$ cat config.mk
export PLATFORM = sky130hd
export DESIGN_NAME = serial_master_port
export DESIGN_NICKNAME = d
export VERILOG_FILES = /design/src/rtl/serial_master_port.sv
export SDC_FILE = /design/constraint.sdc
export NUM_CORES = 1
export LEC_CHECK = 0
export ABC_CLOCK_PERIOD_IN_PS = 2200
export CORE_ASPECT_RATIO = 0.9
export CORE_UTILIZATION = 51
export DETAILED_ROUTE_END_ITERATION = 16
export PLACE_DENSITY = 0.79
export SLEW_MARGIN = 10
export SYNTH_ARGS = -nofsm -noshare
export SYNTH_HDL_FRONTEND = slang
export SYNTH_SLANG_ARGS = --single-unit
$ cat constraint.sdc
create_clock -name clk -period 2.2 [get_ports clk]
set_input_delay 0.66 -clock clk [delete_from_list [all_inputs] [get_ports clk]]
set_output_delay 0.66 -clock clk [all_outputs]
set_load 0.03 [all_outputs]
$ cat src/rtl/serial_master_port.sv
// serial_master_port
//   Master-side serial bus engine. Accepts one parallel transaction request at a
//   time, serialises a config frame on 'control', waits for the slave's ready
//   handshake, then either streams write words on wD or deserialises read words
//   from rD. Single-word and burst transfers are supported.
//
// Ports
//   clk, reset        clock (rising edge) and synchronous active-high reset
//   req, req_*        transaction request; sampled only while idle
//   wr_data, wr_pop   write word source; wr_pop pulses the cycle after a word is taken
//   rd_data, rd_valid last received read word and its 1-cycle update strobe
//   busy, done        transaction in progress / 1-cycle end-of-transaction pulse
//   err_timeout       pulses together with done when the ready handshake timed out
//   control           serial config frame, MSB first
//   wD, valid, last   serial write data, per-bit valid, final-word marker
//   rD, ready         serial read data and slave ready line (idles high)
//   state_dbg         current FSM state, for observation only
//
// Handshake: after the frame, the slave signals it is prepared by pulling ready
// low and then releasing it high; only a low-then-high sequence starts the data
// phase (a ready line that never went low is not trusted). During a write, every
// bit on wD is qualified by valid=1; last marks every bit of the final word in
// both directions.
module serial_master_port #(
    parameter int ADDR_DEPTH = 2000,
    parameter int SLAVES     = 3,
    parameter int DATA_WIDTH = 32,
    parameter int MAX_BURST  = 16,
    parameter int TIMEOUT    = 64,
    localparam int ADDR_WIDTH = $clog2(ADDR_DEPTH),
    localparam int SLAVEID    = $clog2(SLAVES),
    localparam int LEN_W      = $clog2(MAX_BURST)
) (
    input  logic                  clk,
    input  logic                  reset,
    input  logic                  req,
    input  logic                  req_rw,
    input  logic                  req_burst,
    input  logic [SLAVEID-1:0]    req_slave_id,
    input  logic [ADDR_WIDTH-1:0] req_addr,
    input  logic [LEN_W-1:0]      req_len,
    input  logic [DATA_WIDTH-1:0] wr_data,
    output logic                  wr_pop,
    output logic [DATA_WIDTH-1:0] rd_data,
    output logic                  rd_valid,
    output logic                  busy,
    output logic                  done,
    output logic                  err_timeout,
    output logic                  control,
    output logic                  wD,
    output logic                  valid,
    output logic                  last,
    input  logic                  rD,
    input  logic                  ready,
    output logic [2:0]            state_dbg
);

    localparam int FRAME_W = 3 + SLAVEID + 2 + ADDR_WIDTH;
    localparam int CFG_CW  = $clog2(FRAME_W + 1);
    localparam int TO_CW   = $clog2(TIMEOUT + 1);
    localparam int BIT_CW  = $clog2(DATA_WIDTH) + 1;

    localparam logic [CFG_CW-1:0] CFG_DONE = CFG_CW'(FRAME_W);
    localparam logic [TO_CW-1:0]  TO_LAST  = TO_CW'(TIMEOUT - 1);
    localparam logic [BIT_CW-1:0] BIT_LAST = BIT_CW'(DATA_WIDTH - 1);

    typedef enum logic [2:0] {
        S_IDLE     = 3'd0,
        S_CONFIG   = 3'd1,
        S_WAIT_RDY = 3'd2,
        S_WRITE    = 3'd3,
        S_READ     = 3'd4
    } state_t;

    state_t                 state;
    logic                   rw_q;
    logic [LEN_W-1:0]       last_idx;   // index of the final word (0 for single)
    logic [FRAME_W-1:0]     frame_sr;
    logic [CFG_CW-1:0]      cfg_cnt;
    logic [TO_CW-1:0]       wait_cnt;
    logic                   seen_low;
    logic [BIT_CW-1:0]      bit_cnt;
    logic [LEN_W:0]         word_cnt;
    logic [DATA_WIDTH-1:0]  data_sr;    // remaining write bits, next one at MSB
    logic [DATA_WIDTH-2:0]  rd_sr;      // read bits collected so far in this word

    logic [FRAME_W-1:0]     frame_in;
    logic [LEN_W:0]         last_word;
    logic [LEN_W:0]         next_word;

    assign frame_in  = {3'b111, req_slave_id, req_rw, req_burst, req_addr};
    assign last_word = {1'b0, last_idx};
    assign next_word = word_cnt + 1'b1;
    assign state_dbg = state;

    always_ff @(posedge clk) begin
        if (reset) begin
            state       <= S_IDLE;
            rw_q        <= 1'b0;
            last_idx    <= '0;
            frame_sr    <= '0;
            cfg_cnt     <= '0;
            wait_cnt    <= '0;
            seen_low    <= 1'b0;
            bit_cnt     <= '0;
            word_cnt    <= '0;
            data_sr     <= '0;
            rd_sr       <= '0;
            wr_pop      <= 1'b0;
            rd_data     <= '0;
            rd_valid    <= 1'b0;
            busy        <= 1'b0;
            done        <= 1'b0;
            err_timeout <= 1'b0;
            control     <= 1'b0;
            wD          <= 1'b0;
            valid       <= 1'b0;
            last        <= 1'b0;
        end else begin
            // Single-cycle strobes
            wr_pop      <= 1'b0;
            rd_valid    <= 1'b0;
            done        <= 1'b0;
            err_timeout <= 1'b0;

            case (state)
                S_IDLE: begin
                    if (req) begin
                        rw_q     <= req_rw;
                        last_idx <= req_burst ? req_len : '0;
                        // First frame bit goes out now; the rest wait in frame_sr.
                        control  <= frame_in[FRAME_W-1];
                        frame_sr <= {frame_in[FRAME_W-2:0], 1'b0};
                        cfg_cnt  <= CFG_CW'(1);
                        busy     <= 1'b1;
                        state    <= S_CONFIG;
                    end
                end

                S_CONFIG: begin
                    if (cfg_cnt == CFG_DONE) begin
                        control  <= 1'b0;
                        wait_cnt <= '0;
                        seen_low <= 1'b0;
                        state    <= S_WAIT_RDY;
                    end else begin
                        control  <= frame_sr[FRAME_W-1];
                        frame_sr <= {frame_sr[FRAME_W-2:0], 1'b0};
                        cfg_cnt  <= cfg_cnt + 1'b1;
                    end
                end

                S_WAIT_RDY: begin
                    if (seen_low && ready) begin
                        bit_cnt  <= '0;
                        word_cnt <= '0;
                        last     <= (last_idx == '0);
                        if (rw_q) begin
                            wD      <= wr_data[DATA_WIDTH-1];
                            data_sr <= {wr_data[DATA_WIDTH-2:0], 1'b0};
                            wr_pop  <= 1'b1;
                            valid   <= 1'b1;
                            state   <= S_WRITE;
                        end else begin
                            state   <= S_READ;
                        end
                    end else if (wait_cnt == TO_LAST) begin
                        done        <= 1'b1;
                        err_timeout <= 1'b1;
                        busy        <= 1'b0;
                        state       <= S_IDLE;
                    end else begin
                        wait_cnt <= wait_cnt + 1'b1;
                        if (!ready) begin
                            seen_low <= 1'b1;
                        end
                    end
                end

                S_WRITE: begin
                    if (bit_cnt == BIT_LAST) begin
                        if (word_cnt == last_word) begin
                            wD    <= 1'b0;
                            valid <= 1'b0;
                            last  <= 1'b0;
                            done  <= 1'b1;
                            busy  <= 1'b0;
                            state <= S_IDLE;
                        end else begin
                            // Next word follows with no gap.
                            wD       <= wr_data[DATA_WIDTH-1];
                            data_sr  <= {wr_data[DATA_WIDTH-2:0], 1'b0};
                            wr_pop   <= 1'b1;
                            bit_cnt  <= '0;
                            word_cnt <= next_word;
                            last     <= (next_word == last_word);
                        end
                    end else begin
                        wD      <= data_sr[DATA_WIDTH-1];
                        data_sr <= {data_sr[DATA_WIDTH-2:0], 1'b0};
                        bit_cnt <= bit_cnt + 1'b1;
                    end
                end

                S_READ: begin
                    rd_sr <= {rd_sr[DATA_WIDTH-3:0], rD};
                    if (bit_cnt == BIT_LAST) begin
                        rd_data  <= {rd_sr, rD};
                        rd_valid <= 1'b1;
                        bit_cnt  <= '0;
                        if (word_cnt == last_word) begin
                            last  <= 1'b0;
                            done  <= 1'b1;
                            busy  <= 1'b0;
                            state <= S_IDLE;
                        end else begin
                            word_cnt <= next_word;
                            last     <= (next_word == last_word);
                        end
                    end else begin
                        bit_cnt <= bit_cnt + 1'b1;
                    end
                end

                default: begin
                    state <= S_IDLE;
                end
            endcase
        end
    end

endmodule

==> results.sh <==
export IMPL_viasPerCell=5.65
export IMPL_worst_path_buf_inv=1
export IMPL_slowest_stage="clkdlybuf4s50_1"
export IMPL_route_antenna_remaining_nets=0
export IMPL_final_layout_size_suffix_gt1_frac=0.135
export IMPL_slew_violations=0
export IMPL_fin_tns_setup_ns=0
export IMPL_yosys_area_share_adder=0.00970
export IMPL_globalplace_congestion=0.847
export IMPL_whs_ns=0.440
export IMPL_ys_types=67
export IMPL_synth_async_reset_ratio=0
export IMPL_place_ws_ns=-0.223
export IMPL_finalCritPeriodShare=0.971
export IMPL_synth_xor_area_frac=0.0231
export IMPL_synth_compound_area_share=0.209
export IMPL_yosys_mux_area_fraction=0.0481
export IMPL_ctsHoldBuffers=0
export IMPL_synth_main_ff_cell="dfxtp_1"
export IMPL_hold_viol_final=0
export IMPL_pwr_density_cell_nw_per_um2=978
export IMPL_leakage_nw=3.25
export IMPL_crit_path_end_kind="output pin"
export IMPL_cp_required_ns=1.54
export IMPL_cp_arrival_ns=1.48
export IMPL_cts_buffers_inserted=17
export IMPL_rsz0062_at_grt="false"
export IMPL_grt_pass1_wl_mm=25.2
export IMPL_path_max_fanout=2
export IMPL_finalWorstSetupSlack_ns=0.0633
export IMPL_status="complete, no violations"
export IMPL_maxSlewHeadroom=0.576
export IMPL_clockBufferDepth=2
export IMPL_worstMarginPinSlew_ns=0.636
export IMPL_nNetsFinal=861
export IMPL_clock_fmax_mhz=468
export IMPL_io_pins=100
export IMPL_placedCellCount=941
export IMPL_wl_per_cell_microns=15.5
export IMPL_grt_max_degree=39
export IMPL_coreArea_sq_um=12200
export IMPL_tritoncts="yes"
export IMPL_worst_clock_skew_ns=0.00691
export IMPL_hpwl_mm=10.1
export IMPL_antenna_cells=0
export IMPL_stdcell_count=973
export IMPL_hp_class="flip-flop to flip-flop"
export IMPL_start_util=0.530
export IMPL_clkSlewWorstSetupHoldPaths_ns=0.06
export IMPL_antenna_found_initial=0
export IMPL_synth_edf_count=0
export IMPL_yosys_warnings=0
export IMPL_vias=5498
export IMPL_ys_ff_latch=152
export IMPL_grt_pass1_vias=5395
export IMPL_seq_area_frac_synth=0.472
export IMPL_cts_max_level=4
export IMPL_maxCapViolCount=0
export IMPL_worstSetupStartpointType="flip-flop"
export IMPL_cpPeakStageDelay_ns=0.70
export IMPL_synth_top_family_by_area="compound AO/OA/AOI/OAI gates"
export IMPL_p_total_mw=8.15
export IMPL_final_cell_mix="152 x dfxtp_1, 116 x nand2_1, 95 x clkdlybuf4s50_1"
export IMPL_worst_setup_path_type="flip-flop to output pin"
export IMPL_final_common_cell="dfxtp_1"
export IMPL_drt_first_pass_iters=6
export IMPL_worstPathCellList="clkdlybuf4s50_1"
export IMPL_grt_use_total=0.241
export IMPL_clk_latency_ns=0.42
export IMPL_die_area_sq_um=13100
export IMPL_cts_root_buf="clkbuf_16"
export IMPL_totalWireLength_mm=15.1
export IMPL_post_route_drc_count=0
export IMPL_synth_cells=698
export IMPL_floorplan_rows=38
export IMPL_io_buffers=99
export IMPL_cts_sinks=152
export IMPL_critical_path_top_delay_family="buffers and inverters"
export IMPL_syn_area_sq_um=6450
export IMPL_area_growth_pct=29.2
export IMPL_yosys_area_share_simple=0.191
export IMPL_drt_iter0_markers=393
export IMPL_die_x_microns=121
export IMPL_gr_total_overflow=0
export IMPL_peakVddDrop_v=0.000588
export IMPL_syn_area_per_cell_sq_um=9.24
export IMPL_syn_nets=759
export IMPL_post_cts_setup_buffer_count=0
export IMPL_nFillCells=974
export IMPL_min_period_ns=2.14
export IMPL_setup_violations=0
export IMPL_die_height_microns=109
routing by layer:
layer | wire [microns] | track usage | share of wire | up-vias
met2 | 7590 | 0.420 | 0.50 | 148
met5 | 0 | 0 | 0 | -
met3 | 658 | 0.0549 | 0.043 | 21
li1 | - | - | - | 2699
met4 | 182 | 0.0714 | 0.012 | 0
met1 | 6700 | 0.298 | 0.44 | 2630
state kept, by name (all words and copies together), names as in the netlist, 3 cells and up:
name,cells
rd_data,32
word_cnt,5
frame_sr,17
last_idx,4
rd_sr,31
wait_cnt,7
state_dbg,3
data_sr,31
bit_cnt,6
cfg_cnt,5
worst paths after layout:
check,from,to,slack (ns),depth (start not counted)
max reg2reg,bit_cnt[0],data_sr[10],0.13,7
min reg2reg,wait_cnt[6],wait_cnt[6],0.44,2
min,wait_cnt[6],wait_cnt[6],0.44,2
max,busy,busy,0.06,1
through the flow:
step	util	instance area, sq um
2_1_floorplan	-	6450
4_1_cts	0.685	8330
5_1_grt	0.685	8330
6_report	0.685	8330
3_5_place_dp	0.632	7690
3_3_place_gp	0.632	7690
layout make-up:
type,count,area [sq um],area share
clock buffers,19,453,0.0544
inverters,7,26.3,0.00315
multi-input cells,485,3110,0.373
repair buffers,137,1310,0.157
clock inverters,13,194,0.0233
well taps,160,200,0.0240
flip-flops and latches,152,3040,0.365
Yosys cell counts (3+ instances only):
master      n  area share
a211oi_1   15       0.017
a211oi_2   21       0.041
a21oi_1    54       0.042
a22o_1     31       0.042
a311oi_1   15       0.020
a31oi_1     3      0.0029
and2_1      4      0.0039
and3_1      3      0.0029
buf_2      14       0.011
buf_4       6      0.0070
buf_6       3      0.0052
clkbuf_1   28       0.016
clkbuf_4    3      0.0035
dfxtp_1   152        0.47
ha_1        5      0.0097
inv_1       7      0.0041
mux2i_1    31       0.048
nand2_1   116       0.068
nand2b_1    4      0.0039
nand3_1    16       0.012
nand4_1     4      0.0039
nor2_1     44       0.026
nor2b_1     3      0.0029
nor3_1     39       0.030
o211a_1     3      0.0047
o21ai_0     8      0.0062
xnor2_1    11       0.015
xor2_1      6      0.0081
report_power, final:
part	switching, mW	total (mW)	internal (mW)	leakage [nW]
combinational	1.00	1.80	0.802	1.72
sequential	0.197	3.20	3.01	1.23
clock	1.17	3.14	1.97	0.302
cell families (layout without fill, tap and decap cells):
family | after synthesis | after routing
AO/OA/AOI/OAI | 172 | 172
XOR/XNOR | 17 | 17
adder cells (fa/ha/maj) | 5 | 5
buffers and inverters | 61 | 176
flip-flops | 152 | 152
multiplexers | 31 | 31
AND/OR/NAND/NOR | 260 | 260
what timing repair did:
action                                 4_1_cts  5_1_grt
setup endpoints to repair                    3        0
endpoints found under the hold margin        0        0
gates resized for setup                      3        0
(Power assumes the default switching activity.)
